File: src/rtl/pwm_pkg.sv
// Constants and types shared between the PWM generator and the PWM decoder.
package pwm_pkg;

    localparam int PWM_WIDTH = 8;

    // Largest reportable duty; an all-high window counts one more than this.
    localparam logic [PWM_WIDTH-1:0] PWM_SAT_MAX = PWM_WIDTH'((1 << PWM_WIDTH) - 1);

    typedef enum logic [0:0] {
        WARMUP  = 1'b0,
        MEASURE = 1'b1
    } dec_state_t;

endpackage

File: src/rtl/pwm_decoder_sync_bit.sv
// Single-bit multi-flop synchronizer with synchronous active-low reset.
module sync_bit #(
    parameter int STAGES = 2
) (
    input  logic clk,
    input  logic rst,
    input  logic d,
    output logic q
);

    logic [STAGES-1:0] sr;

    always_ff @(posedge clk) begin
        if (!rst) begin
            sr <= '0;
        end else begin
            sr <= {sr[STAGES-2:0], d};
        end
    end

    assign q = sr[STAGES-1];

endmodule

File: src/rtl/pwm_decoder.sv
// Recovers the duty value of a PWM waveform by counting high samples over a
// free-running window of 2^WIDTH clocks.
module pwm_decoder
    import pwm_pkg::*;
#(
    parameter int WIDTH       = PWM_WIDTH,
    parameter int SYNC_STAGES = 2
) (
    input  logic             clk,
    input  logic             rst,
    input  logic             din,
    output logic [WIDTH-1:0] dout,
    output logic             valid,
    output logic             stable
);

    // An all-high window counts 2^WIDTH, which must read as full scale.
    function automatic logic [WIDTH-1:0] sat(input logic [WIDTH:0] t);
        return t[WIDTH] ? {WIDTH{1'b1}} : t[WIDTH-1:0];
    endfunction

    logic             s;
    logic [WIDTH-1:0] wcnt;
    logic [WIDTH:0]   hcnt;
    dec_state_t       state;
    logic             have_prev;

    logic             last_p0;
    logic [WIDTH:0]   total_p0;
    logic [WIDTH-1:0] meas_p0;

    sync_bit #(
        .STAGES(SYNC_STAGES)
    ) u_sync (
        .clk(clk),
        .rst(rst),
        .d  (din),
        .q  (s)
    );

    // Stage p0: window bookkeeping on the synchronized sample.
    assign last_p0  = (wcnt == {WIDTH{1'b1}});
    assign total_p0 = hcnt + {{WIDTH{1'b0}}, s};
    assign meas_p0  = sat(total_p0);

    // Stage p1: registered report, one cycle after the last window sample.
    always_ff @(posedge clk) begin
        if (!rst) begin
            wcnt      <= '0;
            hcnt      <= '0;
            state     <= WARMUP;
            have_prev <= 1'b0;
            dout      <= '0;
            valid     <= 1'b0;
            stable    <= 1'b0;
        end else begin
            wcnt  <= wcnt + 1'b1;
            valid <= 1'b0;
            if (last_p0) begin
                hcnt <= '0;
                // The first window is polluted by synchronizer fill; drop it.
                if (state == WARMUP) begin
                    state <= MEASURE;
                end else begin
                    dout      <= meas_p0;
                    valid     <= 1'b1;
                    stable    <= have_prev && (meas_p0 == dout);
                    have_prev <= 1'b1;
                end
            end else begin
                hcnt <= total_p0;
            end
        end
    end

endmodule

File: config.mk
export PLATFORM = sky130hd
export DESIGN_NAME = pwm_decoder
export DESIGN_NICKNAME = d
export VERILOG_FILES = /design/src/rtl/pwm_pkg.sv /design/src/rtl/pwm_decoder_sync_bit.sv /design/src/rtl/pwm_decoder.sv
export SDC_FILE = /design/constraint.sdc
export NUM_CORES = 1
export LEC_CHECK = 0
export ABC_CLOCK_PERIOD_IN_PS = 2780
export BUFFER_PORTS_ARGS = -buffer_cell sky130_fd_sc_hd__buf_2
export CAP_MARGIN = 20
export CORE_MARGIN = 4
export CORE_UTILIZATION = 40
export CTS_CLUSTER_SIZE = 12
export DETAILED_ROUTE_END_ITERATION = 8
export PLACE_DENSITY_LB_ADDON = 0.08
export SLEW_MARGIN = 20
export SYNTH_ARGS = -nofsm -noshare
export SYNTH_HDL_FRONTEND = slang
export SYNTH_SLANG_ARGS = --single-unit
File: constraint.sdc
create_clock -name clk -period 2.78 [get_ports clk]
set_input_delay 0.278 -clock clk [delete_from_list [all_inputs] [get_ports clk]]
set_output_delay 0.278 -clock clk [all_outputs]
set_load 0.1 [all_outputs]
==> results of run 1 <==
-- area by class of cell --
class,instances,share of cell area
Timing Repair Buffer,12,0.03849
Sequential cell,31,0.3978
Tap cell,46,0.03689
Inverter,2,0.004812
Multi-Input combinational cell,119,0.4956
Clock buffer,6,0.02646
-- metal layers --
layer	routed length [microns]	vias up	share of wire
li1	-	569	-
met1	1376	499	0.50
met2	1189	21	0.43
met3	122	6	0.044
met4	55	0	0.020
met5	0	-	0
-- sequential cells by signal (all words and copies together), names as in the netlist --
signal,cells
u_sync.sr,2
wcnt,8
valid,1
hcnt,9
state,1
have_prev,1
dout,8
stable,1
-- critical path, stage by stage (launching register included) --
cell and delay, ns:
dfxtp_1 0.33, ha_1 0.19, ha_1 0.29, nand3_4 0.13, xor2_1 0.39, mux2i_1 0.24
o2bb2ai_1 0.13, a31oi_1 0.12, o31ai_2 0.24
-- per-stage QoR --
| stage | setup slack (ns) | hold WS [ns] | total power, mW | area (sq um) |
|---|---|---|---|---|
| 6_report | 0.6258 | 0.1540 | 0.7084 | 1560 |
| 2_1_floorplan | 0.7342 | 0.4053 | 0.4809 | 1431 |
| 3_5_place_dp | 0.6468 | 0.4248 | 0.4887 | 1519 |
| 3_3_place_gp | 0.7724 | 0.4260 | 0.4880 | 1519 |
| 4_1_cts | 0.6145 | 0.1446 | 0.7173 | 1560 |
| 5_1_grt | 0.4453 | 0.1616 | 0.7471 | 1560 |
-- worst paths after layout --
path,startpoint,slack [ns],depth (start not counted),to
max,hcnt[0]$_SDFF_PP0_,0.63,8,stable$_SDFFE_PN0P_
min,din,0.15,2,u_sync.sr[0]$_SDFF_PN0_
max reg2reg,hcnt[0]$_SDFF_PP0_,0.63,8,stable$_SDFFE_PN0P_
min reg2reg,u_sync.sr[0]$_SDFF_PN0_,0.44,1,u_sync.sr[1]$_SDFF_PN0_
-- Yosys cell counts (all sizes together), types with 3 or more instances --
cell    count
ha          3
o31ai       3
mux2i       4
a31oi       7
nand4       3
nand2      13
dfxtp      31
and2       12
nand3      10
clkbuf      3
xor2        6
nor2       16
o21ai      12
xnor2      13
or3         3
-- cells by family (layout without fill, tap and decap cells) --
kind of cell	count (synthesis)	count (layout)	share of synthesized area
flip-flops	31	31	0.4336
adder cells (fa/ha/maj)	3	3	0.02623
multiplexers	4	4	0.02797
buffers and inverters	7	20	0.02623
AND/OR/NAND/NOR	64	64	0.2352
AO/OA/AOI/OAI	29	29	0.1346
XOR/XNOR	19	19	0.1163
-- power groups by stage --
| stage | sequential (mW) | combinational [mW] | clock, mW |
|---|---|---|---|
| final | 0.454 | 0.0240 | 0.230 |
| after global routing | 0.455 | 0.0286 | 0.263 |
| after CTS | 0.454 | 0.0245 | 0.239 |
| after detailed placement | 0.464 | 0.0244 | 0 |
| after global placement | 0.464 | 0.0240 | 0 |
| after floorplan | 0.463 | 0.0175 | 0 |
==> results.ini, run 1 <==
[layout]
n_antenna_cell = 0
finish.utilization = 0.4603
drive_gt1_frac = 0.1353
final_cell_mix = 31 x dfxtp_1, 16 x nor2_1, 13 x nand2_1, 13 x xnor2_1, 12 x buf_2
syn_to_final_growth_pct = 9.004
multi_input_comb_area_sq_um = 773.2
regArea_sq_um = 620.6
fillerInstances = 353
final_nets = 177
finalNonFillerCells = 216
final_common_cell = dfxtp_1

[timing]
period_share = 0.7749
slew_viol_final = 0
min_period_ns = 2.154
fin_skew_ns = 0.005364
hold_viol_final = 0
fmax_mhz = 464.2
tightest_slew_ns = 0.7772
fin_tns_setup_ns = 0
rsz0062_at_grt = false
setup_violations = 0
slew-limit-headroom = 0.4784

[yosys]
synth_top_area_cell = dfxtp_1
yosysSeqAreaShare = 0.4336
synth_nets = 163
synth.top_cell.area_share = 0.4336
synth_area_leaders = dfxtp_1 43%, xnor2_1 8.0%, and2_1 4.8%
netlist_area_sq_mm = 0.001431
syn_area_per_cell_sq_um = 9.117
synth_seq_cells = 31
syn_inst = 157
async_flop_share = 0
synth_ff_type = dfxtp_1
yosysWarningCount = 0
synth.distinct_cells = 35
synth_edf_count = 0

[routing]
drt_pass1_iterations = 4
via_per_inst = 5.069
dr_total_vias = 1095
drt-wirelength-per-cell_microns = 12.70
drc_errors = 0
drt_iter0_drc = 69
wl_microns = 2744
postRouteAntennaNets = 0

[floorplanning]
row_count = 21
core_area_sq_mm = 0.003390
io_pins = 13
fp.dieH_microns = 67.82
start_util = 0.4223
die_x_microns = 67.82
die_area_sq_mm = 0.004600

[grt]
grt_max_degree = 24
grt_pass1_vias = 1093
top_usage_layer = met2
grt_pass1_wl_microns = 5030
overflow = 0
use_met2 = 0.2248
grtUsageMet3 = 0.03941
use_met1 = 0.1944
antenna_found_initial = 0
grt_usage = 0.1479

[critical_path]
critPathArrivalTime_ns = 2.40
path_class = flop to flop
critPathCaptureType = flop
start_kind = flop
path_max_fanout = 6
required_ns = 3.03

[clock_network]
post_cts_resized = 0
cts.path.max_buffers = 2
numCtsBuffers = 5
cts.htree.levels = 2
hold_buffers = 0
cts_tree = built
path_clk_slew_ns = 0.09
clock_latency_ns = 0.33
root_buffer = clkbuf_4
cts_setup_buffers = 0
clkSinkCount = 31

[place]
gp_congestion = 0.8220
dp_cells = 210
dpl.hpwl_microns = 2002
numPortBuffers = 12

[power_and_ir_drop]
pwr-share-seq = 0.641
powerDensity_mw_per_mm2 = 454.0
combPwrFrac = 0.034
clkPwrFrac = 0.325
ir_drop_uv = 247.4
swShare = 0.2247
p_int_uw = 549.3
p_switching_uw = 159.2
p_leak_nw = 0.5785

[hold_path]
hp-class = input port to flop

[run_status]
outcome = finished, final reports clean

[run]
max-cap-violations = 0

(Power assumes the default switching activity.)
==> inputs of run 2 (changes only) <==
--- a/config.mk
+++ b/config.mk
@@ -5,7 +5,8 @@
 export SDC_FILE = /design/constraint.sdc
 export NUM_CORES = 1
 export LEC_CHECK = 0
-export ABC_CLOCK_PERIOD_IN_PS = 2780
+export ABC_AREA = 1
+export ABC_CLOCK_PERIOD_IN_PS = 2150
 export BUFFER_PORTS_ARGS = -buffer_cell sky130_fd_sc_hd__buf_2
 export CAP_MARGIN = 20
 export CORE_MARGIN = 4
==> constraint.sdc (replaced) <==
create_clock -name clk -period 2.15 [get_ports clk]
set_input_delay 0.215 -clock clk [delete_from_list [all_inputs] [get_ports clk]]
set_output_delay 0.215 -clock clk [all_outputs]
set_load 0.1 [all_outputs]
==> results.ini, run 2 <==
[run_status]
outcome = finished, final reports clean  ; unchanged

[yosys]
synth_area_leaders = dfxtp_1 44%, nand2_1 12%, inv_1 6.7%  ; was dfxtp_1 43%, xnor2_1 8.0%, and2_1 4.8%
yosysSeqAreaShare = 0.4436  ; was 0.4336
synth_top_area_cell = dfxtp_1  ; unchanged
netlist_area_sq_mm = 0.001399  ; was 0.001431 sq mm
syn_area_per_cell_sq_um = 7.324  ; was 9.117 sq um
synth.distinct_cells = 25  ; was 35
synth_edf_count = 0  ; unchanged
synth_nets = 197  ; was 163
synth_ff_type = dfxtp_1  ; unchanged
synth.top_cell.area_share = 0.4436  ; was 0.4336
synth_seq_cells = 31  ; unchanged
async_flop_share = 0  ; unchanged
syn_inst = 191  ; was 157
yosysMostFrequentCell = nand2_1  ; was dfxtp_1
yosys-top-cells-count = 45 x nand2_1, 31 x dfxtp_1, 25 x inv_1  ; was 31 x dfxtp_1, 16 x nor2_1, 13 x nand2_1, 13 x xnor2_1
yosysWarningCount = 0  ; unchanged

[layout]
stdcell_area_sq_mm = 0.001562  ; was 0.001560 sq mm
final_common_cell = nand2_1  ; was dfxtp_1
final_cell_mix = 45 x nand2_1, 31 x dfxtp_1, 25 x inv_1, 23 x nor2_1, 16 x nand3_1  ; was 31 x dfxtp_1, 16 x nor2_1, 13 x nand2_1, 13 x xnor2_1, 12 x buf_2
top_regs = hcnt x9, dout x8, wcnt x8  ; unchanged
largest_register_ffs = 9  ; unchanged
finalNonFillerCells = 254  ; was 216
top_register = hcnt  ; unchanged
finish.utilization = 0.4643  ; was 0.4603
drive_gt1_frac = 0.1442  ; was 0.1353
final_nets = 213  ; was 177
n_antenna_cell = 0  ; unchanged
syn_to_final_growth_pct = 11.63  ; was 9.004%

[place]
placed_cell_area_sq_mm = 0.001488  ; was 0.001519 sq mm
pre_cts_slack_ns = 0.2131  ; was 0.6468 ns
numPortBuffers = 12  ; unchanged
gp_congestion = 0.7775  ; was 0.8220
dpl.hpwl_microns = 2017  ; was 2002 microns
dp_cells = 246  ; was 210

[grt]
overflow = 0  ; unchanged
antenna_found_initial = 0  ; unchanged
grt_pass1_vias = 1118  ; was 1093
use_met2 = 0.2209  ; was 0.2248
grt_usage = 0.1402  ; was 0.1479
grt_pass1_wl_microns = 4719  ; was 5030 microns
grt_max_degree = 19  ; was 24
use_met1 = 0.1699  ; was 0.1944
grtUsageMet3 = 0.04326  ; was 0.03941
top_usage_layer = met2  ; unchanged

[routing]
wl_microns = 2665  ; was 2744 microns
via_per_inst = 4.669  ; was 5.069
drc_errors = 0  ; unchanged
drt_iter0_drc = 65  ; was 69
drt-wirelength-per-cell_microns = 10.49  ; was 12.70 microns
postRouteAntennaNets = 0  ; unchanged
dr_total_vias = 1186  ; was 1095
drt_pass1_iterations = 5  ; was 4

[hold_path]
hp-class = input port to flop  ; unchanged

[critical_path]
critPathCaptureType = flop  ; unchanged
start_kind = flop  ; unchanged
path_max_fanout = 15  ; was 6
critPathArrivalTime_ns = 2.13  ; was 2.40 ns
required_ns = 2.41  ; was 3.03 ns
ff2ff_setup_slack_ns = 0.28  ; was 0.63 ns
path_class = flop to flop  ; unchanged

[clock_network]
path_clk_slew_ns = 0.09  ; about the same
cts.path.max_buffers = 2  ; unchanged
hold_buffers = 0  ; unchanged
numCtsBuffers = 5  ; unchanged
clock_latency_ns = 0.33  ; about the same
clkSinkCount = 31  ; unchanged
cts_tree = built  ; unchanged
post_cts_resized = 0  ; unchanged
cts_setup_buffers = 0  ; unchanged
root_buffer = clkbuf_4  ; unchanged
cts.htree.levels = 2  ; unchanged

[timing]
fmax_mhz = 534.4  ; was 464.2 MHz
slew-limit-headroom = 0.6764  ; was 0.4784
fin_skew_ns = 0.009023  ; was 0.005364 ns
min_period_ns = 1.871  ; was 2.154 ns
period_share = 0.8703  ; was 0.7749
slew_viol_final = 0  ; unchanged
tightest_slew_ns = 0.4887  ; was 0.7772 ns
postLayoutSetupSlackWorst_ns = 0.2788  ; was 0.6258 ns
fin_tns_setup_ns = 0  ; unchanged
setup_violations = 0  ; unchanged
hold_viol_final = 0  ; unchanged
rsz0062_at_grt = false  ; unchanged

[floorplanning]
row_count = 21  ; unchanged
die_area_sq_mm = 0.004507  ; was 0.004600 sq mm
core_area_sq_mm = 0.003363  ; was 0.003390 sq mm
die_x_microns = 67.14  ; was 67.82 microns
io_pins = 13  ; unchanged
fp.dieH_microns = 67.14  ; was 67.82 microns
start_util = 0.4159  ; was 0.4223

[power_and_ir_drop]
ir_drop_uv = 295.4  ; was 247.4 uV
powerDensity_mw_per_mm2 = 641.5  ; was 454.0 mW/mm^2
p_leak_nw = 0.7067  ; was 0.5785 nW

[run]
max-cap-violations = 0  ; unchanged

## run 2: cell count changes after synthesis, sizes merged, moves of 4 or more
cell   before  now
xnor2      13    1
nor2       16   28
and2       12    0
xor2        6    2
nand2      13   47
a31oi       7    0
nand3      10   18
inv         2   26
mux2i       4    0
a21oi       0   13
## run 2: per-layer routing
metal / part of all wire / vias up
met1: 0.50 / 525
li1: - / 640
met2: 0.44 / 16
met5: 0 / -
met3: 0.040 / 5
met4: 0.018 / 0
## run 2: logic make-up after synthesis
family | Yosys count | share of synthesized area
buffers and inverters | 30 | 0.09301
AND/OR/NAND/NOR | 97 | 0.3113
AO/OA/AOI/OAI | 27 | 0.1064
flip-flops | 31 | 0.4437
adder cells (fa/ha/maj) | 3 | 0.02684
XOR/XNOR | 3 | 0.01879
## run 2: worst paths after layout
path / end / startpoint / cells after the start
max: stable$_SDFFE_PN0P_ / u_sync.sr[1]$_SDFF_PN0_ / 15
min: u_sync.sr[0]$_SDFF_PN0_ / din / 3
max reg2reg: stable$_SDFFE_PN0P_ / u_sync.sr[1]$_SDFF_PN0_ / 15
min reg2reg: u_sync.sr[1]$_SDFF_PN0_ / u_sync.sr[0]$_SDFF_PN0_ / 2
## run 2: report_power, final
group	switching (mW)	internal (mW)	total, mW
logic	0.0222	0.0109	0.0331
clock network	0.191	0.192	0.383
registers	0.00384	0.582	0.585
## run 2: stage by stage
step | hold WS, ns | power (mW)
2_1_floorplan | 0.3126 | 0.6225
4_1_cts | 0.05849 | 1.018
5_1_grt | 0.09976 | 1.051
6_report | 0.07193 | 1.002
3_5_place_dp | 0.4044 | 0.6325
3_3_place_gp | 0.3975 | 0.6316
## run 2: critical path: stages, from the launching register on
cell,delay (ns)
dfxtp_1,0.32
ha_1,0.22
ha_1,0.23
nand2_2,0.10
nor2_4,0.04
nand2_1,0.08
nand2_1,0.09
nand2_4,0.14
nand2_1,0.08
nand2_1,0.07
inv_1,0.04
nor2_1,0.09
nand2_1,0.06
nor2_1,0.08
nand2_1,0.06
a21oi_2,0.10
## run 2: area by class of cell
cell class	count	area, sq um
clock buffer	8	68.82
sequential	31	620.6
inverter	27	101.3
multi-input combinational	130	653.1
fill	382	1802
timing repair buffer	12	60.06
tap	46	57.56
